### config.mk
export PLATFORM = sky130hd
export DESIGN_NAME = scheduler_flat
export DESIGN_NICKNAME = d
export VERILOG_FILES = /design/src/rtl/scheduler_pkg.sv /design/src/rtl/scheduler_if.sv /design/src/rtl/scheduler_wakeup.sv /design/src/rtl/scheduler.sv /design/src/flat_wrapper.sv
export SDC_FILE = /design/constraint.sdc
export NUM_CORES = 2
export LEC_CHECK = 0
export CAP_MARGIN = 20
export CORE_UTILIZATION = 52
export DETAILED_ROUTE_END_ITERATION = 8
export PLACE_DENSITY = 0.71
export SETUP_SLACK_MARGIN = 0.2
export SLEW_MARGIN = 20
export SYNTH_ARGS = -nofsm -noshare
export SYNTH_HDL_FRONTEND = slang
export SYNTH_SLANG_ARGS = --single-unit
export TNS_END_PERCENT = 1
### constraint.sdc
create_clock -name clk -period 15.62 [get_ports clk]
set_input_delay 1.562 -clock clk [delete_from_list [all_inputs] [get_ports clk]]
set_output_delay 1.562 -clock clk [all_outputs]
set_load 0.01 [all_outputs]
### src/rtl/scheduler_pkg.sv
// Shared sizing, payload type and priority helper for the RS scheduler.
// Optional dispatch-cycle wakeup is selected by SCHED_DISPATCH_WAKEUP_EN (see scheduler.sv).
package scheduler_pkg;

   localparam int unsigned RS_ENTRIES = 8;
   localparam int unsigned NUM_FUS    = 4;
   localparam int unsigned NUM_PREGS  = 128;

   localparam int unsigned DEP_W  = RS_ENTRIES * NUM_FUS;
   localparam int unsigned PREG_W = $clog2(NUM_PREGS);
   localparam int unsigned IDX_W  = $clog2(RS_ENTRIES);

   typedef logic [IDX_W-1:0]      rs_idx_t;
   typedef logic [RS_ENTRIES-1:0] rs_vec_t;
   typedef logic [DEP_W-1:0]      dep_mask_t;

   typedef struct packed {
      logic [PREG_W-1:0] dst_preg;
      logic [PREG_W-1:0] src1_preg;
      logic [PREG_W-1:0] src2_preg;
      logic [31:0]       imm_val;
      logic [31:0]       pc;
      logic              instr_valid;
   } disp_packet_t;

   // Index of the lowest set bit; 0 when no bit is set.
   function automatic rs_idx_t lowest_set(rs_vec_t v);
      lowest_set = '0;
      for (int i = RS_ENTRIES - 1; i >= 0; i--) begin
         if (v[i]) lowest_set = rs_idx_t'(i);
      end
   endfunction

endpackage

### src/rtl/scheduler_if.sv
// Dispatch, execute and register-read handshakes of the RS scheduler.
// The scheduler always takes the slave side of dispatch/execute and the master side of reg read.
interface dispatch_scheduler_if;
   import scheduler_pkg::*;

   logic         disp_valid;
   disp_packet_t disp_pkt;
   dep_mask_t    dependency_mask;
   rs_idx_t      rs_entry_idx;
   logic         rs_full;

   modport master (output disp_valid, disp_pkt, dependency_mask, input rs_entry_idx, rs_full);
   modport slave  (input disp_valid, disp_pkt, dependency_mask, output rs_entry_idx, rs_full);
endinterface

interface execute_scheduler_if;
   import scheduler_pkg::*;

   logic    fu_ready;
   logic    free_valid;
   rs_idx_t free_idx;

   modport master (output fu_ready, free_valid, free_idx);
   modport slave  (input fu_ready, free_valid, free_idx);
endinterface

interface scheduler_reg_read_if;
   import scheduler_pkg::*;

   logic         fire_valid;
   disp_packet_t sched_pkt;

   modport master (output fire_valid, sched_pkt);
   modport slave  (input fire_valid, sched_pkt);
endinterface

### src/rtl/scheduler_wakeup.sv
// Wakeup block: entry valid/issued bits and the dependency matrix, producing per-entry requests.
module scheduler_wakeup
   import scheduler_pkg::*;
(
   input  logic      clk,
   input  logic      rst,
   input  logic      disp_en,
   input  rs_idx_t   disp_idx,
   input  dep_mask_t disp_row,
   input  dep_mask_t global_ready_mask,
   input  rs_vec_t   grant,
   input  logic      free_valid,
   input  rs_idx_t   free_idx,
   output rs_vec_t   entry_valid,
   output rs_vec_t   request
);

   rs_vec_t   valid_q, valid_d;
   rs_vec_t   issued_q, issued_d;
   dep_mask_t row_q [RS_ENTRIES];
   dep_mask_t row_d [RS_ENTRIES];

   always_comb begin
      valid_d  = valid_q;
      issued_d = issued_q | grant;
      for (int i = 0; i < RS_ENTRIES; i++) begin
         row_d[i] = row_q[i] & ~global_ready_mask;
      end
      // Free precedes dispatch; a dispatch always targets an invalid entry, so the two never collide.
      if (free_valid && valid_q[free_idx]) begin
         valid_d[free_idx]  = 1'b0;
         issued_d[free_idx] = 1'b0;
      end
      if (disp_en) begin
         valid_d[disp_idx]  = 1'b1;
         issued_d[disp_idx] = 1'b0;
         row_d[disp_idx]    = disp_row;
      end
   end

   always_ff @(posedge clk or posedge rst) begin
      if (rst) begin
         valid_q  <= '0;
         issued_q <= '0;
         for (int i = 0; i < RS_ENTRIES; i++) row_q[i] <= '0;
      end else begin
         valid_q  <= valid_d;
         issued_q <= issued_d;
         for (int i = 0; i < RS_ENTRIES; i++) row_q[i] <= row_d[i];
      end
   end

   always_comb begin
      for (int i = 0; i < RS_ENTRIES; i++) begin
         request[i] = valid_q[i] & ~issued_q[i] & (row_q[i] == '0);
      end
   end

   assign entry_valid = valid_q;

endmodule

### src/rtl/scheduler.sv
// Single-issue RS scheduler: allocate, wake up, select lowest ready entry, fire payload.
// Define SCHED_DISPATCH_WAKEUP_EN to filter the stored row by completions in the dispatch cycle.
module scheduler
   import scheduler_pkg::*;
(
   input  logic                 clk,
   input  logic                 rst,
   output rs_vec_t              local_ready_mask,
   input  dep_mask_t            global_ready_mask,
   dispatch_scheduler_if.slave  disp_if,
   execute_scheduler_if.slave   exec_if,
   scheduler_reg_read_if.master reg_read_if
);

   rs_vec_t      entry_valid;
   rs_vec_t      request;
   rs_vec_t      grant;
   rs_idx_t      grant_idx;
   rs_idx_t      alloc_idx;
   logic         full;
   logic         disp_en;
   logic         any_grant;
   dep_mask_t    disp_row;
   disp_packet_t payload_q [RS_ENTRIES];

   logic         fire_valid_q;
   disp_packet_t sched_pkt_q;
   rs_vec_t      local_ready_mask_q;

   assign full      = &entry_valid;
   assign alloc_idx = full ? '0 : lowest_set(~entry_valid);
   assign disp_en   = disp_if.disp_valid & ~full;

`ifdef SCHED_DISPATCH_WAKEUP_EN
   assign disp_row = disp_if.dependency_mask & ~global_ready_mask;
`else
   assign disp_row = disp_if.dependency_mask;
`endif

   assign grant_idx = lowest_set(request);
   assign any_grant = (|request) & exec_if.fu_ready;
   assign grant     = any_grant ? (rs_vec_t'(1) << grant_idx) : '0;

   scheduler_wakeup u_wakeup (
      .clk               (clk),
      .rst               (rst),
      .disp_en           (disp_en),
      .disp_idx          (alloc_idx),
      .disp_row          (disp_row),
      .global_ready_mask (global_ready_mask),
      .grant             (grant),
      .free_valid        (exec_if.free_valid),
      .free_idx          (exec_if.free_idx),
      .entry_valid       (entry_valid),
      .request           (request)
   );

   // Payload RAM carries no reset; entries are only read once written by dispatch.
   always_ff @(posedge clk) begin
      if (disp_en) payload_q[alloc_idx] <= disp_if.disp_pkt;
   end

   always_ff @(posedge clk or posedge rst) begin
      if (rst) begin
         fire_valid_q       <= 1'b0;
         sched_pkt_q        <= '0;
         local_ready_mask_q <= '0;
      end else begin
         fire_valid_q       <= any_grant;
         local_ready_mask_q <= grant;
         if (any_grant) sched_pkt_q <= payload_q[grant_idx];
      end
   end

   assign disp_if.rs_full      = full;
   assign disp_if.rs_entry_idx = alloc_idx;
   assign reg_read_if.fire_valid = fire_valid_q;
   assign reg_read_if.sched_pkt  = sched_pkt_q;
   assign local_ready_mask       = local_ready_mask_q;

endmodule

### src/flat_wrapper.sv
// flat-port wrapper written by rule: the top's interface ports become plain ports
module scheduler_flat import scheduler_pkg::*;
  (clk, rst, local_ready_mask, global_ready_mask, disp_if_disp_valid, disp_if_disp_pkt, disp_if_dependency_mask, disp_if_rs_entry_idx, disp_if_rs_full, exec_if_fu_ready, exec_if_free_valid, exec_if_free_idx, reg_read_if_fire_valid, reg_read_if_sched_pkt);
  dispatch_scheduler_if disp_if_i ();
  execute_scheduler_if exec_if_i ();
  scheduler_reg_read_if reg_read_if_i ();
  input  logic clk;
  input  logic rst;
  output rs_vec_t local_ready_mask;
  input  dep_mask_t global_ready_mask;
  input wire logic [$bits(disp_if_i.disp_valid)-1:0] disp_if_disp_valid;
  input wire logic [$bits(disp_if_i.disp_pkt)-1:0] disp_if_disp_pkt;
  input wire logic [$bits(disp_if_i.dependency_mask)-1:0] disp_if_dependency_mask;
  output wire logic [$bits(disp_if_i.rs_entry_idx)-1:0] disp_if_rs_entry_idx;
  output wire logic [$bits(disp_if_i.rs_full)-1:0] disp_if_rs_full;
  input wire logic [$bits(exec_if_i.fu_ready)-1:0] exec_if_fu_ready;
  input wire logic [$bits(exec_if_i.free_valid)-1:0] exec_if_free_valid;
  input wire logic [$bits(exec_if_i.free_idx)-1:0] exec_if_free_idx;
  output wire logic [$bits(reg_read_if_i.fire_valid)-1:0] reg_read_if_fire_valid;
  output wire logic [$bits(reg_read_if_i.sched_pkt)-1:0] reg_read_if_sched_pkt;
  assign disp_if_i.disp_valid = disp_if_disp_valid;
  assign disp_if_i.disp_pkt = disp_if_disp_pkt;
  assign disp_if_i.dependency_mask = disp_if_dependency_mask;
  assign disp_if_rs_entry_idx = disp_if_i.rs_entry_idx;
  assign disp_if_rs_full = disp_if_i.rs_full;
  assign exec_if_i.fu_ready = exec_if_fu_ready;
  assign exec_if_i.free_valid = exec_if_free_valid;
  assign exec_if_i.free_idx = exec_if_free_idx;
  assign reg_read_if_fire_valid = reg_read_if_i.fire_valid;
  assign reg_read_if_sched_pkt = reg_read_if_i.sched_pkt;
  scheduler u_core (.clk(clk), .rst(rst), .local_ready_mask(local_ready_mask), .global_ready_mask(global_ready_mask), .disp_if(disp_if_i), .exec_if(exec_if_i), .reg_read_if(reg_read_if_i));
endmodule
# After elaboration in Yosys (flattened, before gate mapping)
# Memories as Yosys holds them, arrays and structs flattened. A register that Yosys moved wholly into a read port is not among the register bits.
# Index checks and enable logic that the tools add are counted.
[totals]
wordCells = 113
regBits = 281
memories = 1
in_bits = 158
ram_bits = 688
out_inout_bits = 99
[memory_table]
columns = ["name", "words", "word_bits", "read_ports", "rd_ports_with_merged_regs", "write_ports", "line_no", "text"]
rows = [
  ["u_core.payload_q", 8, 86, 1, 1, 1, "scheduler.sv:24", "disp_packet_t payload_q [RS_ENTRIES];"],
]
[classes]
shifts = 1
bitwise_logic = 45
reduce_logical = 14
magnitude_cmp = 6
mux = 34
[op_table]
columns = ["cell", "count"]
rows = [
  ["bitwise AND 32 bit", 8],
  ["bitwise mux 256 bit", 1],
  ["logical NOT 32 bit", 8],
  ["2-to-1 mux 256 bit", 1],
  ["demux 32 bit (select 3 bit)", 1],
  ["2-to-1 mux 3 bit", 17],
  ["2-to-1 mux 8 bit", 5],
  ["2-to-1 mux 32 bit", 1],
  ["NOT 32 bit", 1],
  ["bitwise AND 8 bit", 3],
  ["NOT 8 bit", 3],
  ["bitwise AND 1 bit", 18],
  ["OR 8 bit", 2],
  ["NOT 1 bit", 9],
  ["< comparator 3 x 4 -> 1 bit, second input constant", 2],
  ["AND reduction 8 bit", 1],
  ["OR reduction 8 bit", 1],
  ["left shift 1 x 3 -> 8 bit, first input constant", 1],
  ["demux 1 bit (select 3 bit)", 2],
  [">= comparator 3 x 1 -> 1 bit, second input constant", 2],
  ["2-to-1 mux 1 bit", 5],
  [">= comparator 4 bit, second input constant", 1],
  ["logical AND 1 bit", 4],
  ["< comparator 4 x 1 -> 1 bit, second input constant", 1],
  ["other kinds (2)", 2],
]

# Depth between registers and ports, before layout
[depth]
word_depth = 18
ltp_mapped = 12

# Cells and area by module
# From an unflattened synthesis, not the netlist that was laid out.
[hier_totals]
hier_cells = 2904
hier_area_um2 = 41147.0
[by_module_without_submodules]
columns = ["module", "cells_each", "seq_area_each_um2", "n_inst", "area_per_inst_um2"]
rows = [
  ["scheduler", 1601, 23037.1, 1, 28995.3],
  ["scheduler_wakeup", 1303, 6806.5, 1, 12151.7],
]

# Worst setup path after synthesis
# OpenSTA, ideal clock, no wires.
[synth_path]
kind = "input port to flip-flop"
startpoint = "in disp_if_disp_valid"
endpoint = "mem u_core.payload_q[7][0] in the netlist's numbering (enable)"
path_stages = 4
slack_ps = 10037
n_path_buf = 2
setup_time_ps = 484
arrival_time_ps = 5099
cell_sequence = "nand2_1 a2111oi_0 clkbuf_1 clkbuf_1"
[synth_between]
elab_chain_cells = 3
[synth_rtl]
columns = ["item", "line_no", "text"]
rows = [
  ["start: declaration", "flat_wrapper.sv:11", "input wire logic [$bits(disp_if_i.disp_valid)-1:0] disp_if_disp_valid;"],
  ["bitwise AND 1 bit", "scheduler.sv:32", "assign disp_en = disp_if.disp_valid & ~full;"],
  ["2-to-1 mux 1 bit", "scheduler.sv:60", "if (disp_en) payload_q[alloc_idx] <= disp_if.disp_pkt;"],
  ["2-to-1 mux 1 bit (not written as such)", "scheduler.sv:60", ""],
  ["end: declaration", "scheduler.sv:24", ""],
]
# No other way between the ends.

# Worst setup path in the final report
[layout_path]
startpoint = "reg u_core.u_wakeup.valid_q[0] (netlist: u_core.u_wakeup.entry_valid[0])"
endpoint = "reg u_core.reg_read_if.sched_pkt[38] (netlist name)"
[layout_between]
elab_chain_cells = 4
word_cells_on_any_way = 5
classes_between = "mux (1); bitwise (3); reduce/logical (1)"
[layout_rtl]
columns = ["item", "line_no", "text"]
rows = [
  ["start: declaration", "scheduler_wakeup.sv:18", "rs_vec_t valid_q, valid_d;"],
  ["start signal: assignment", "scheduler_wakeup.sv:47", "valid_q <= valid_d;"],
  ["bitwise AND 1 bit (*) (2 in series)", "scheduler_wakeup.sv:55", "request[i] = valid_q[i] & ~issued_q[i] & (row_q[i] == '0);"],
  ["OR reduction 8 bit", "scheduler.sv:41", "assign any_grant = (|request) & exec_if.fu_ready;"],
  ["bitwise AND 1 bit", "scheduler.sv:41", ""],
]
# Every way passes the cells marked *; elsewhere a longest branch is shown, timed or not.

==> impl_metrics.py <==
metrics = {
    "run_status": {
        "status": "completed",
    },
    "worst_setup_path": {
        "path_class": "flip-flop to flip-flop",
        "arrival_ns": 5.40,
        "reg2reg_from": "u_core.u_wakeup.entry_valid[0]",
        "crit_fanout": 65,
        "cp-end-kind": "flip-flop",
        "reg2reg_slack_ns": 10.75,
        "rr_endpoint": "u_core.reg_read_if.sched_pkt[38]",
        "reg2reg_depth": 9,
        "start_kind": "flip-flop",
        "critPathRequiredTime_ns": 16.15,
    },
    "routing": {
        "drt-total-wl_um": 106000,
        "wl_per_cell_um": 24.6,
        "num_vias": 26100,
        "first_pass_iters": 5,
        "drtAntennaViolNets": 0,
        "viasPerCell": 6.03,
        "drtIter0Drc": 2611,
        "drc": 0,
    },
    "floorplan": {
        "die_h_um": 285,
        "dieArea_um2": 81200,
        "die_w_um": 285,
        "core_area_um2": 79100,
        "rows": 103,
        "io_pins": 257,
        "start_util": 0.526,
    },
    "grt": {
        "grt_pass1_wl_um": 161000,
        "antenna_found_initial": 16,
        "grtUsageTotal": 0.260,
        "grt_pass1_vias": 26900,
        "gr-total-overflow": 0,
        "grt_max_degree": 162,
    },
    "synth": {
        "ys_ff_latch": 1055,
        "yosysTopAreaCell": "edfxtp_1",
        "ys_warn_count": 0,
        "ys.flop_type": "edfxtp_1",
        "netlist_top_cells_count": "edfxtp_1 (688), dfrtp_1 (367), nand2_1 (323)",
        "yosysMostFrequentCell": "edfxtp_1",
        "synth_edf_count": 688,
        "ys_seq_area_frac": 0.717,
        "netlist_instances": 2981,
        "synth_async_sr_flop_share": 0.348,
        "ys_types": 61,
        "synth_area_leaders": "edfxtp_1 (50%), dfrtp_1 (22%), nand2b_1 (3.4%), mux2i_1 (3.0%), nand2_1 (2.9%)",
        "syn-cell-area_um2": 41600,
        "synth_nets": 3139,
        "avgSynthCellArea_um2": 14.0,
        "synth.top_cell.area_share": 0.496,
    },
    "clock_network": {
        "cts-htree-levels": 3,
        "clock-root-buffer": "clkbuf_16",
        "clock_path_buffers": 3,
        "cts_buffers": 103,
        "cts_hold_buffers": 0,
        "clock-sinks": 1055,
        "insertion_delay_ns": 0.67,
        "cts_resized": 0,
        "cts_tree": "built",
        "clkTransAtPathRegs_ns": 0.06,
        "cts_setup_buffers": 0,
    },
    "power_and_ir_drop": {
        "vdd_drop_max_uv": 597,
        "power.density_nw_per_um2": 251,
        "leakage_uw": 0.0177,
    },
    "placed_design": {
        "routabilityCongestion": 0.821,
        "io_buffers": 256,
        "hpwl_um": 59200,
    },
    "flow_run": {
        "drv_cap": 0,
    },
    "timing": {
        "fin_tns_setup_ns": 0,
        "period_share": 0.312,
        "period_needed_ns": 4.87,
        "max_freq_mhz": 205,
        "clock_skew_ns": 0.0194,
        "maxSlewViolCount": 0,
        "hold_viol_final": 0,
        "relSlewSlack": 0.252,
        "setup_violations": 0,
        "rsz0062_at_grt": "false",
        "worst_pin_slew_ns": 1.12,
    },
    "worst_hold_path": {
        "hold_start": "u_core.u_wakeup.issued_q[7]",
        "whs_endpoint": "u_core.u_wakeup.issued_q[7]",
        "whs_path_depth": 1,
        "hp-class": "flip-flop to flip-flop",
    },
    "layout": {
        "final_nets": 3346,
        "drive_gt1_frac": 0.104,
        "fin_util": 0.612,
        "syn_to_final_growth_pct": 16.2,
        "fill_cells": 5826,
    },
}
[state kept, by name, summed over array words and instances, names as in the netlist]
name / count
u_core.reg_read_if.sched_pkt: 86
u_core.payload_q: 688
u_core.local_ready_mask: 8
u_core.u_wakeup.issued_q: 8
u_core.u_wakeup.row_q: 256
u_core.u_wakeup.entry_valid: 8
u_core.reg_read_if.fire_valid: 1
[worst max path at each step]
stage                                         startpoint                          endpoint  slack [ns]  cells past startpoint
after floorplan                                      rst        u_core.local_ready_mask[0]        3.87                      1
after global placement                disp_if_disp_valid           u_core.payload_q[4][53]       10.12                      6
after detailed placement              disp_if_disp_valid           u_core.payload_q[4][53]       10.10                      6
after CTS                             disp_if_disp_valid           u_core.payload_q[4][42]       10.79                      6
after global routing          u_core.u_wakeup.row_q[249]  u_core.reg_read_if.sched_pkt[38]       10.61                      9
final                     u_core.u_wakeup.entry_valid[0]  u_core.reg_read_if.sched_pkt[38]       10.75                      9
[per-layer routing]
| metal | track usage | vias up | share of wire |
|---|---|---|---|
| met5 | 0 | - | 0.0011 |
| met4 | 0.0888 | 20 | 0.025 |
| met3 | 0.0538 | 178 | 0.083 |
| met2 | 0.430 | 1177 | 0.49 |
| met1 | 0.344 | 13200 | 0.40 |
| li1 | - | 11600 | - |
[through the flow]
step	hold WS [ns]	cells	setup slack (ns)	total power, uW	instance area, um2
after floorplan	0.465	2981	3.87	7990	41600
after global placement	0.497	4131	10.12	9490	44900
after detailed placement	0.499	4131	10.10	9660	44900
after CTS	0.516	4323	10.79	12200	48300
after global routing	0.549	4329	10.61	12700	48400
final	0.517	4332	10.75	12100	48400
[placed cells by master (no fill, tap or decap), types with 32 or more instances in the layout]
master           count
a211oi_1            85
nor4_1              56
buf_4               35
edfxtp_1           688
o22ai_1            189
inv_1               89
nor2_1              43
o21ai_0            232
mux2_2              84
clkdlybuf4s50_1    255
clkbuf_16          104
dfrtp_1            367
a32oi_1             63
nand2_1            323
nand3b_1            32
nand2b_1           228
mux2i_1            126
[where the power goes]
part / switching (uW) / total, uW / internal (uW) / leakage (uW)
registers: 287 / 3950 / 3670 / 0.0110
clock network: 1050 / 2480 / 1420 / 0.00166
logic: 3570 / 5710 / 2140 / 0.00505
[area by class of cell]
type	instances	area (um2)	area share
sequential	1055	29800	0.617
antenna	7	17.5	0.000362
timing repair buffer	296	2900	0.0600
clock inverter	46	484	0.0100
multi-input combinational	1641	10600	0.218
inverter	91	352	0.00727
clock buffer	146	2920	0.0604
tap	1050	1310	0.0272
[worst max-delay path, stage by stage, from the launching register on]
cell and delay, ns:
dfrtp_1 0.50, nor4b_1 0.71, nand4_1 0.38, nor3_1 0.64, nor2_1 0.24, o2111a_2 0.55
o211ai_1 0.23, buf_4 0.85, o22ai_1 0.19, a211oi_1 0.38
[cell families (layout without fill, tap and decap cells)]
group                  Yosys count  in the layout  synth area share
AO/OA/AOI/OAI                  657            657             0.103
flip-flops                    1055           1055             0.717
buffers and inverters          285            579            0.0313
AND/OR/NAND/NOR                773            773            0.0959
other                            0              7                 0
multiplexers                   211            211            0.0533
No activity file was read; power rests on OpenSTA's default activity.
